File: src/rtl/llr_extr_pkg.sv
// Shared constants, trellis tables and output word reduction for llr_extr_calc_pipe.
// Build option LLR_EXTR_SAT_EN selects symmetric saturation instead of two's-complement wrap.
package llr_extr_pkg;

  localparam int PIPE_LAT = 9;
  localparam int N_STATES = 8;
  localparam int N_EXPR   = 8;
  localparam int N_TERMS  = 2 * N_EXPR;

  // Term t = 2*expr + pair. Expressions 0..3 subtract the branch metric, 4..7 add it.
  localparam int ALPHA_IDX [N_TERMS] = '{0, 1, 2, 3, 4, 5, 6, 7, 0, 1, 2, 3, 4, 5, 6, 7};
  localparam int BETA_IDX  [N_TERMS] = '{4, 0, 1, 5, 6, 2, 3, 7, 0, 4, 5, 1, 2, 6, 7, 3};
  localparam bit BR_SEL    [N_TERMS] = '{0, 0, 1, 1, 1, 1, 0, 0, 0, 0, 1, 1, 1, 1, 0, 0};
  localparam bit BR_SIGN   [N_TERMS] = '{1, 1, 1, 1, 1, 1, 1, 1, 0, 0, 0, 0, 0, 0, 0, 0};

  // Reduce a wide signed value to dw bits; the result is returned sign-extended.
  function automatic logic signed [63:0] reduce_word(input logic signed [63:0] x,
                                                      input int dw);
`ifdef LLR_EXTR_SAT_EN
    logic signed [63:0] lim;
    lim = (64'sd1 <<< (dw - 1)) - 64'sd1;
    if (x > lim)       return lim;
    else if (x < -lim) return -lim;
    else               return x;
`else
    logic signed [63:0] sh;
    sh = x <<< (64 - dw);
    return sh >>> (64 - dw);
`endif
  endfunction

endpackage

File: src/rtl/llr_extr_calc_pipe_max_tree.sv
// Two-level registered signed max over four operands (pipeline stages 4 and 5).
// Two instances together reduce the eight trellis expressions to max0123 / max4567.
module llr_max_tree
  import llr_extr_pkg::*;
#(
  parameter int W = 19
) (
  input  logic                aclk,
  input  logic                aresetn,
  input  logic                en,
  input  logic [4*W-1:0]      din,
  output logic signed [W-1:0] dout
);

  logic signed [W-1:0] lvl1 [2];

  // Ties keep the first operand.
  function automatic logic signed [W-1:0] smax(input logic signed [W-1:0] a,
                                               input logic signed [W-1:0] b);
    return (a >= b) ? a : b;
  endfunction

  always_ff @(posedge aclk) begin
    if (!aresetn) begin
      lvl1[0] <= '0;
      lvl1[1] <= '0;
      dout    <= '0;
    end else if (en) begin
      lvl1[0] <= smax(din[0*W +: W], din[1*W +: W]);
      lvl1[1] <= smax(din[2*W +: W], din[3*W +: W]);
      dout    <= smax(lvl1[0], lvl1[1]);
    end
  end

endmodule

File: src/rtl/llr_extr_calc_pipe.sv
// Nine-stage max-log-MAP LLR / scaled extrinsic calculator with global-stall backpressure.
// Build option LLR_EXTR_SAT_EN: saturate llr/extr symmetrically instead of wrapping.
module llr_extr_calc_pipe
  import llr_extr_pkg::*;
#(
  parameter int DWIDTH     = 16,
  parameter int EXTR_NUM   = 3,
  parameter int EXTR_SHIFT = 2,
  parameter int GUARD      = 3
) (
  input  logic                    aclk,
  input  logic                    aresetn,
  input  logic [8*DWIDTH-1:0]     s_alpha,
  input  logic [8*DWIDTH-1:0]     s_beta,
  input  logic [DWIDTH-1:0]       s_branch1,
  input  logic [DWIDTH-1:0]       s_branch2,
  input  logic [DWIDTH-1:0]       s_sys,
  input  logic                    s_sof,
  input  logic                    s_eof,
  input  logic                    s_valid,
  output logic                    s_ready,
  output logic [DWIDTH-1:0]       m_llr,
  output logic [DWIDTH-1:0]       m_extr,
  output logic                    m_sof,
  output logic                    m_eof,
  output logic                    m_valid,
  input  logic                    m_ready
);

  localparam int IW = DWIDTH + GUARD;
  localparam int PW = DWIDTH + 5;
  localparam logic signed [4:0] NUM_S = 5'(EXTR_NUM);

  // Handshake: a beat moves on s_* when s_valid & s_ready and on m_* when m_valid & m_ready;
  // the whole pipe advances together, so s_ready is simply the output-side advance.
  logic adv;
  assign adv     = !m_valid || m_ready;
  assign s_ready = adv;

  logic [PIPE_LAT-1:0] vld_sr, sof_sr, eof_sr;

  always_ff @(posedge aclk) begin
    if (!aresetn) begin
      vld_sr <= '0;
      sof_sr <= '0;
      eof_sr <= '0;
    end else if (adv) begin
      vld_sr <= {vld_sr[PIPE_LAT-2:0], s_valid};
      sof_sr <= {sof_sr[PIPE_LAT-2:0], s_valid & s_sof};
      eof_sr <= {eof_sr[PIPE_LAT-2:0], s_valid & s_eof};
    end
  end

  assign m_valid = vld_sr[PIPE_LAT-1];
  assign m_sof   = sof_sr[PIPE_LAT-1];
  assign m_eof   = eof_sr[PIPE_LAT-1];

  logic signed [IW-1:0] alpha_x [N_STATES];
  logic signed [IW-1:0] beta_x  [N_STATES];
  logic signed [IW-1:0] br_x    [2];

  always_comb begin
    for (int i = 0; i < N_STATES; i++) begin
      alpha_x[i] = IW'($signed(s_alpha[i*DWIDTH +: DWIDTH]));
      beta_x[i]  = IW'($signed(s_beta[i*DWIDTH +: DWIDTH]));
    end
    br_x[0] = IW'($signed(s_branch1));
    br_x[1] = IW'($signed(s_branch2));
  end

  function automatic logic signed [IW-1:0] smax(input logic signed [IW-1:0] a,
                                                input logic signed [IW-1:0] b);
    return (a >= b) ? a : b;
  endfunction

  logic signed [IW-1:0]     s1_part [N_TERMS];
  logic signed [IW-1:0]     s1_beta [N_STATES];
  logic signed [IW-1:0]     s2_term [N_TERMS];
  logic [4*IW-1:0]          s3_lo, s3_hi;
  logic signed [DWIDTH-1:0] sys_d [6];

  always_ff @(posedge aclk) begin
    if (!aresetn) begin
      for (int t = 0; t < N_TERMS; t++) begin
        s1_part[t] <= '0;
        s2_term[t] <= '0;
      end
      for (int i = 0; i < N_STATES; i++) s1_beta[i] <= '0;
      for (int i = 0; i < 6; i++) sys_d[i] <= '0;
      s3_lo <= '0;
      s3_hi <= '0;
    end else if (adv) begin
      for (int t = 0; t < N_TERMS; t++) begin
        s1_part[t] <= BR_SIGN[t] ? alpha_x[ALPHA_IDX[t]] - br_x[BR_SEL[t]]
                                 : alpha_x[ALPHA_IDX[t]] + br_x[BR_SEL[t]];
        s2_term[t] <= s1_part[t] + s1_beta[BETA_IDX[t]];
      end
      for (int i = 0; i < N_STATES; i++) s1_beta[i] <= beta_x[i];
      sys_d[0] <= $signed(s_sys);
      for (int i = 1; i < 6; i++) sys_d[i] <= sys_d[i-1];
      for (int e = 0; e < 4; e++) begin
        s3_lo[e*IW +: IW] <= smax(s2_term[2*e], s2_term[2*e+1]);
        s3_hi[e*IW +: IW] <= smax(s2_term[2*e+8], s2_term[2*e+9]);
      end
    end
  end

  logic signed [IW-1:0] max0123, max4567;

  llr_max_tree #(.W(IW)) u_max_lo (
    .aclk(aclk), .aresetn(aresetn), .en(adv), .din(s3_lo), .dout(max0123)
  );

  llr_max_tree #(.W(IW)) u_max_hi (
    .aclk(aclk), .aresetn(aresetn), .en(adv), .din(s3_hi), .dout(max4567)
  );

  logic signed [IW:0]       llr_wide;
  logic signed [PW-1:0]     p_shift;
  logic signed [DWIDTH-1:0] s6_llr, s7_llr, s8_llr;
  logic signed [DWIDTH:0]   s7_d;
  logic signed [PW-1:0]     s8_p;

  assign llr_wide = (IW+1)'(max0123) - (IW+1)'(max4567);
  // Arithmetic shift of a signed product rounds toward minus infinity.
  assign p_shift  = s8_p >>> EXTR_SHIFT;

  always_ff @(posedge aclk) begin
    if (!aresetn) begin
      s6_llr <= '0;
      s7_llr <= '0;
      s7_d   <= '0;
      s8_llr <= '0;
      s8_p   <= '0;
      m_llr  <= '0;
      m_extr <= '0;
    end else if (adv) begin
      s6_llr <= DWIDTH'(reduce_word(64'(llr_wide), DWIDTH));
      s7_d   <= (DWIDTH+1)'(s6_llr) - (DWIDTH+1)'(sys_d[5]);
      s7_llr <= s6_llr;
      s8_p   <= PW'(s7_d) * PW'(NUM_S);
      s8_llr <= s7_llr;
      m_extr <= DWIDTH'(reduce_word(64'(p_shift), DWIDTH));
      m_llr  <= s8_llr;
    end
  end

endmodule

File: config.mk
export PLATFORM = sky130hd
export DESIGN_NAME = llr_extr_calc_pipe
export DESIGN_NICKNAME = d
export VERILOG_FILES = /design/src/rtl/llr_extr_pkg.sv /design/src/rtl/llr_extr_calc_pipe_max_tree.sv /design/src/rtl/llr_extr_calc_pipe.sv
export SDC_FILE = /design/constraint.sdc
export NUM_CORES = 2
export LEC_CHECK = 0
export ABC_AREA = 0
export BUFFER_PORTS_ARGS = -buffer_cell sky130_fd_sc_hd__buf_2
export CAP_MARGIN = 30
export CORE_ASPECT_RATIO = 1.2
export CORE_MARGIN = 2
export CORE_UTILIZATION = 35
export CTS_CLUSTER_DIAMETER = 100
export DETAILED_ROUTE_END_ITERATION = 10
export HOLD_SLACK_MARGIN = 0.08
export REMOVE_ABC_BUFFERS = 1
export SLEW_MARGIN = 20
export SYNTH_ARGS = -nofsm -noshare
export SYNTH_HDL_FRONTEND = slang
export SYNTH_SLANG_ARGS = --single-unit
File: constraint.sdc
create_clock -name aclk -period 28.7 [get_ports aclk]
set_clock_uncertainty 0.1 [all_clocks]
set_input_delay 7.175 -clock aclk [delete_from_list [all_inputs] [get_ports aclk]]
set_output_delay 7.175 -clock aclk [all_outputs]
set_load 0.01 [all_outputs]
Word level (Yosys, flattened, before mapping). Memory sizes are Yosys's and may differ from the RTL's. Index checks and enable logic that the tools add are counted.

Register bits: 326. Bits in latches: 0. RAM bits: 932. Memory bits (read-only): 0. Bits of input ports: 310. Output and inout port bits: 36. Word-level logic and storage cells: 191. Memories: 6.

Memories: s1_part (words 16, width 19, rd ports 16, clocked after memory_dff 0, write ports 16, line llr_extr_calc_pipe.sv:76) `logic signed [IW-1:0] s1_part [N_TERMS];`; s2_term (words 16, width 19, rd ports 16, clocked after memory_dff 0, write ports 16, line llr_extr_calc_pipe.sv:78) `logic signed [IW-1:0] s2_term [N_TERMS];`; s1_beta (words 8, width 19, rd ports 8, clocked after memory_dff 0, write ports 8, line llr_extr_calc_pipe.sv:77) `logic signed [IW-1:0] s1_beta [N_STATES];`; sys_d (words 6, width 16, rd ports 6, clocked after memory_dff 0, write ports 6, line llr_extr_calc_pipe.sv:80) `logic signed [DWIDTH-1:0] sys_d [6];`; u_max_hi.lvl1 (words 2, width 19, rd ports 2, clocked after memory_dff 0, write ports 2, line llr_extr_calc_pipe_max_tree.sv:15) `logic signed [W-1:0] lvl1 [2];`; u_max_lo.lvl1 (words 2, width 19, rd ports 2, clocked after memory_dff 0, write ports 2, line llr_extr_calc_pipe_max_tree.sv:15).

Add/subtract/negate cells: 34. $mul: 1. Divide/modulo/power cells: 0. $lt $le $gt $ge: 14. Eq/ne operators: 0. Shift operators: 0. Muxes and demuxes: 68. Bitwise gates (word level): 52. Reductions and logical operators: 2.

Operators with widths (count): two-way mux 19 bit (56); adder 19 bit (16); greater-or-equal comparator 19 bit (14); subtractor 16 x 16 -> 17 bit (9); adder 16 x 16 -> 17 bit (8); two-way mux 16 bit (8); OR 1 bit (50); multiplier 17 x 3 -> 18 bit (second input constant) (1); subtractor 16 bit (1); two-way mux 1 bit (4); AND 1 bit (2); zero test 1 bit (1); logical OR 1 bit (1).

Longest topological paths before layout.
Depth in word-level cells: 6. Mapped depth: 12. Depth with buffers taken out: 11.

Modules after synthesis. A second synthesis with hierarchy kept.

Cells, all modules: 7866. Area, all modules: 76550.9 um^2.

By module, submodules not included: llr_extr_calc_pipe (instances 1, cells an instance 6902, area each 68034.0 um^2, sequential area each 29808.6 um^2); llr_max_tree (u_max_hi) (instances 1, cells an instance 480, area each 4299.1 um^2, sequential area each 1521.5 um^2); llr_max_tree (u_max_lo) (instances 1, cells an instance 484, area each 4217.8 um^2, sequential area each 1521.5 um^2).

Worst setup path before layout. No wires, ideal clock.

Kind: input port to flip-flop. Start: input m_ready. End: memory s1_beta[0][0] (netlist bit), enable pin. Library setup time: 1209 ps. Arrival: 25087 ps. Path slack: 2304 ps. Cell stages on the path: 8. Cell sequence: nor2b_1 -> buf_2 -> inv_1 -> clkbuf_1 -> clkbuf_1 -> nor2_1 -> clkbuf_1 -> inv_1.

RTL lines: from (decl) (line llr_extr_calc_pipe.sv:27) `input logic m_ready`; to (decl) (line llr_extr_calc_pipe.sv:77).

Worst setup path in the final report.
Start: input m_ready. End: output s_ready.

Longest elaborated chain between the ends: 1.

RTL lines: logical OR 1 bit (line llr_extr_calc_pipe.sv:37) `assign adv = !m_valid || m_ready;`; to (decl) (line llr_extr_calc_pipe.sv:21) `output logic s_ready,`.

Every way passes these cells.

==> impl_metrics.toml <==
[floorplanning]
initial_utilization = 0.3518
core_region_area_mm2 = 0.2139
num_io_pins = 346
die_w_um = 427.3
rows = 186
die_height_um = 511.9
dieArea_mm2 = 0.2187

[placement]
place_area_mm2 = 0.07967
routabilityCongestion = 0.9413
dp_hpwl_um = 174800
port-buffer-count = 345

[setup_path]
cpMaxStageDelayCell = "inv_8"
required_ns = 21.42
rr_startpoint = "vld_sr[8]$_SDFFE_PN0P_"
crit_path_cell_trace = "buf_2 -> nor2b_4 -> buf_4 -> inv_8 -> buf_2"
cp-startpoint = "m_ready"
cp_top_family = "buffers and inverters"
cp-end-kind = "output port"
critPathKind = "input port to output port"
path_max_fanout = 126
start_kind = "input port"
cpPeakStageDelay_ns = 0.44
crit_top_cell = "buf_2"
crit_buf_inv = 4
worstPathArrival_ns = 8.31

[detailed_routing]
vias = 57900
avgViaCountPerCell = 5.346
avgRoutedWirePerCell_um = 21.06
firstDrtPassIters = 8
wirelength_um = 228000
drtIter0Drc = 4035
drc = 0
ant_nets = 0

[global_routing]
grt_max_degree = 186
grt_pass1_vias = 56810
overflow = 0
grt_pass1_wl_um = 341800
grt_usage = 0.2038
antenna_found_initial = 19

[timing]
finalSetupViolCount = 0
fin_crit_ns = 15.59
whs_ns = 0.3470
hold_viol = 0
max_freq_mhz = 64.15
slew_headroom = 0.2991
period_share = 0.5431
rsz0062_at_grt = "no"
tightest_slew_ns = 1.051
fin_setup_tns_ns = 0
slew_violations = 0

[power]
seqPwrFrac = 0.380
switching_share = 0.3584
combPwrFrac = 0.336
ir_worst_vdd_uv = 87.47
p_leak_uw = 0.03697
power_switching_uw = 2316
clkPwrFrac = 0.283
powerDensity_mw_per_mm2 = 76.49
p_int_uw = 4147

[cts]
insertion_delay_ns = 0.82
clk_pin_slew_worst_paths_ns = 0.06
ctsHoldBuffers = 0
cts_tree = "built"
postCtsResizedCells = 0
cts_root_buf = "clkbuf_16"
cts_buffers = 137
cts_sinks = 1198
cts_setup_buffers = 0
ctsLongestPathBuffers = 3
cts_max_level = 4

[yosys]
synth_most_common_cell = "edfxtp_1"
ys_seq_elements = 1198
synthCells = 7685
yosys.cell_types.count = 85
synth.largest_area_cell = "edfxtp_1"
synth.avg_cell_area_um2 = 9.791
synth_common_cells = "edfxtp_1 (874), ha_1 (855), nor2_1 (717)"
ys_top_cells_by_area = "edfxtp_1 (35%), ha_1 (14%), dfxtp_1 (8.6%), a21oi_1 (3.7%), nor2_1 (3.6%)"
yosys.area.top_type_share = 0.3488
synth-main-ff-cell = "edfxtp_1"
yosys_warnings = 0
synth_edf_count = 874
seq_area_frac_synth = 0.4350
synth_area_mm2 = 0.07524
async_flop_share = 0

[layout]
nNetsFinal = 9090
layout-drive-gt1-share = 0.08821
fin_area_mm2 = 0.08450
fillers = 20900
area_delta_synth_final_pct = 12.30

[min_path]
min_path_type = "flop to flop"
min_from = "m_extr[2]$_SDFFE_PN0P_"

[flow_run]
cap_violations = 0

[outcome]
status = "completed"
## worst reg2reg max path, stage by stage, from the launching register on
cell and delay (ns):
dfxtp_1 0.31, nor2b_4 0.12, buf_4 0.21, inv_8 0.45, nor2_1 0.34, inv_8 0.30, buf_16 0.44, buf_4 0.56
buf_12 0.31, buf_4 0.74, buf_4 0.94
## per-layer routing
layer	up-vias	share of wire	GRT usage
li1	28270	-	-
met1	27860	0.42	0.2486
met2	1371	0.49	0.3548
met3	379	0.043	0.02621
met4	12	0.049	0.09295
met5	-	0.00036	0
## cell families after synthesis
kind of cell               share of synthesized area
AOI/OAI and AO/OA                             0.1656
xor gates and xnor gates                     0.04458
adders and majority gates                     0.1515
buffers and inverters                        0.04671
DFF                                           0.4350
muxes                                        0.01054
and+or+nand+nor                               0.1461
## worst paths after layout
| check | slack, ns | endpoint | depth (start not counted) |
|---|---|---|---|
| worst max-delay path | 13.11 | s_ready | 5 |
| worst max register to register | 23.49 | s1_part[0][69]$_SDFFCE_PN0P_ | 10 |
| worst min register to register | 0.35 | m_extr[2]$_SDFFE_PN0P_ | 2 |
| worst min-delay path | 0.35 | m_extr[2]$_SDFFE_PN0P_ | 2 |
## flip-flops by register name, summed over array words and instances, names as in the netlist, 17 cells and up
register,cells
s2_term,304
sys_d,96
s3_hi,76
s7_d,17
s1_part,270
u_max_hi.lvl1,38
s3_lo,76
u_max_lo.lvl1,38
s1_beta,128
## through the flow
stage          instances  total power [µW]  utilization  setup slack (ns)
2_1_floorplan       7352              3928            -            -16.06
3_5_place_dp       10570              4637       0.3725             13.06
4_1_cts            10820              6491       0.3944             13.06
5_1_grt            10830              6852       0.3951             13.01
6_report           10830              6464       0.3951             13.11
3_3_place_gp       10560              4592       0.3722             13.06
## layout make-up
| class | count | area [µm²] | area share |
|---|---|---|---|
| multi-input cells | 5577 | 39050 | 0.4622 |
| flip-flops and latches | 1198 | 32730 | 0.3873 |
| clock buffers | 165 | 3689 | 0.04365 |
| well taps | 2820 | 3528 | 0.04175 |
| repair buffers | 399 | 2292 | 0.02713 |
| inverters | 577 | 2188 | 0.02590 |
| clock inverters | 88 | 1006 | 0.01190 |
| diodes | 6 | 15.01 | 0.0001777 |
## power groups by stage
stage	Combinational (µW)	Clock (µW)	Sequential, µW
finish	2170	1830	2460
global route	2440	1930	2480
CTS	2160	1870	2460
detailed placement	2140	0	2490
global placement	2100	0	2490
floorplan	1590	0	2330
## layout by cell type, fill, tap and decap left out, types with 70 or more instances in the layout
cell type and n:
a211oi_1 74, a21o_1 208, a21oi_1 560, a31oi_1 70
and2_1 74, and3_1 256, buf_2 344, clkbuf_16 141
dfxtp_1 324, edfxtp_1 874, ha_1 855, inv_1 574
mux2i_1 70, nand2_1 493, nand2b_1 97, nand3_1 155
nor2_1 716, nor2b_1 103, nor3_1 206, o21a_1 88
o21ai_0 458, xnor2_1 233, xor2_1 150
(Power assumes the default switching activity.)
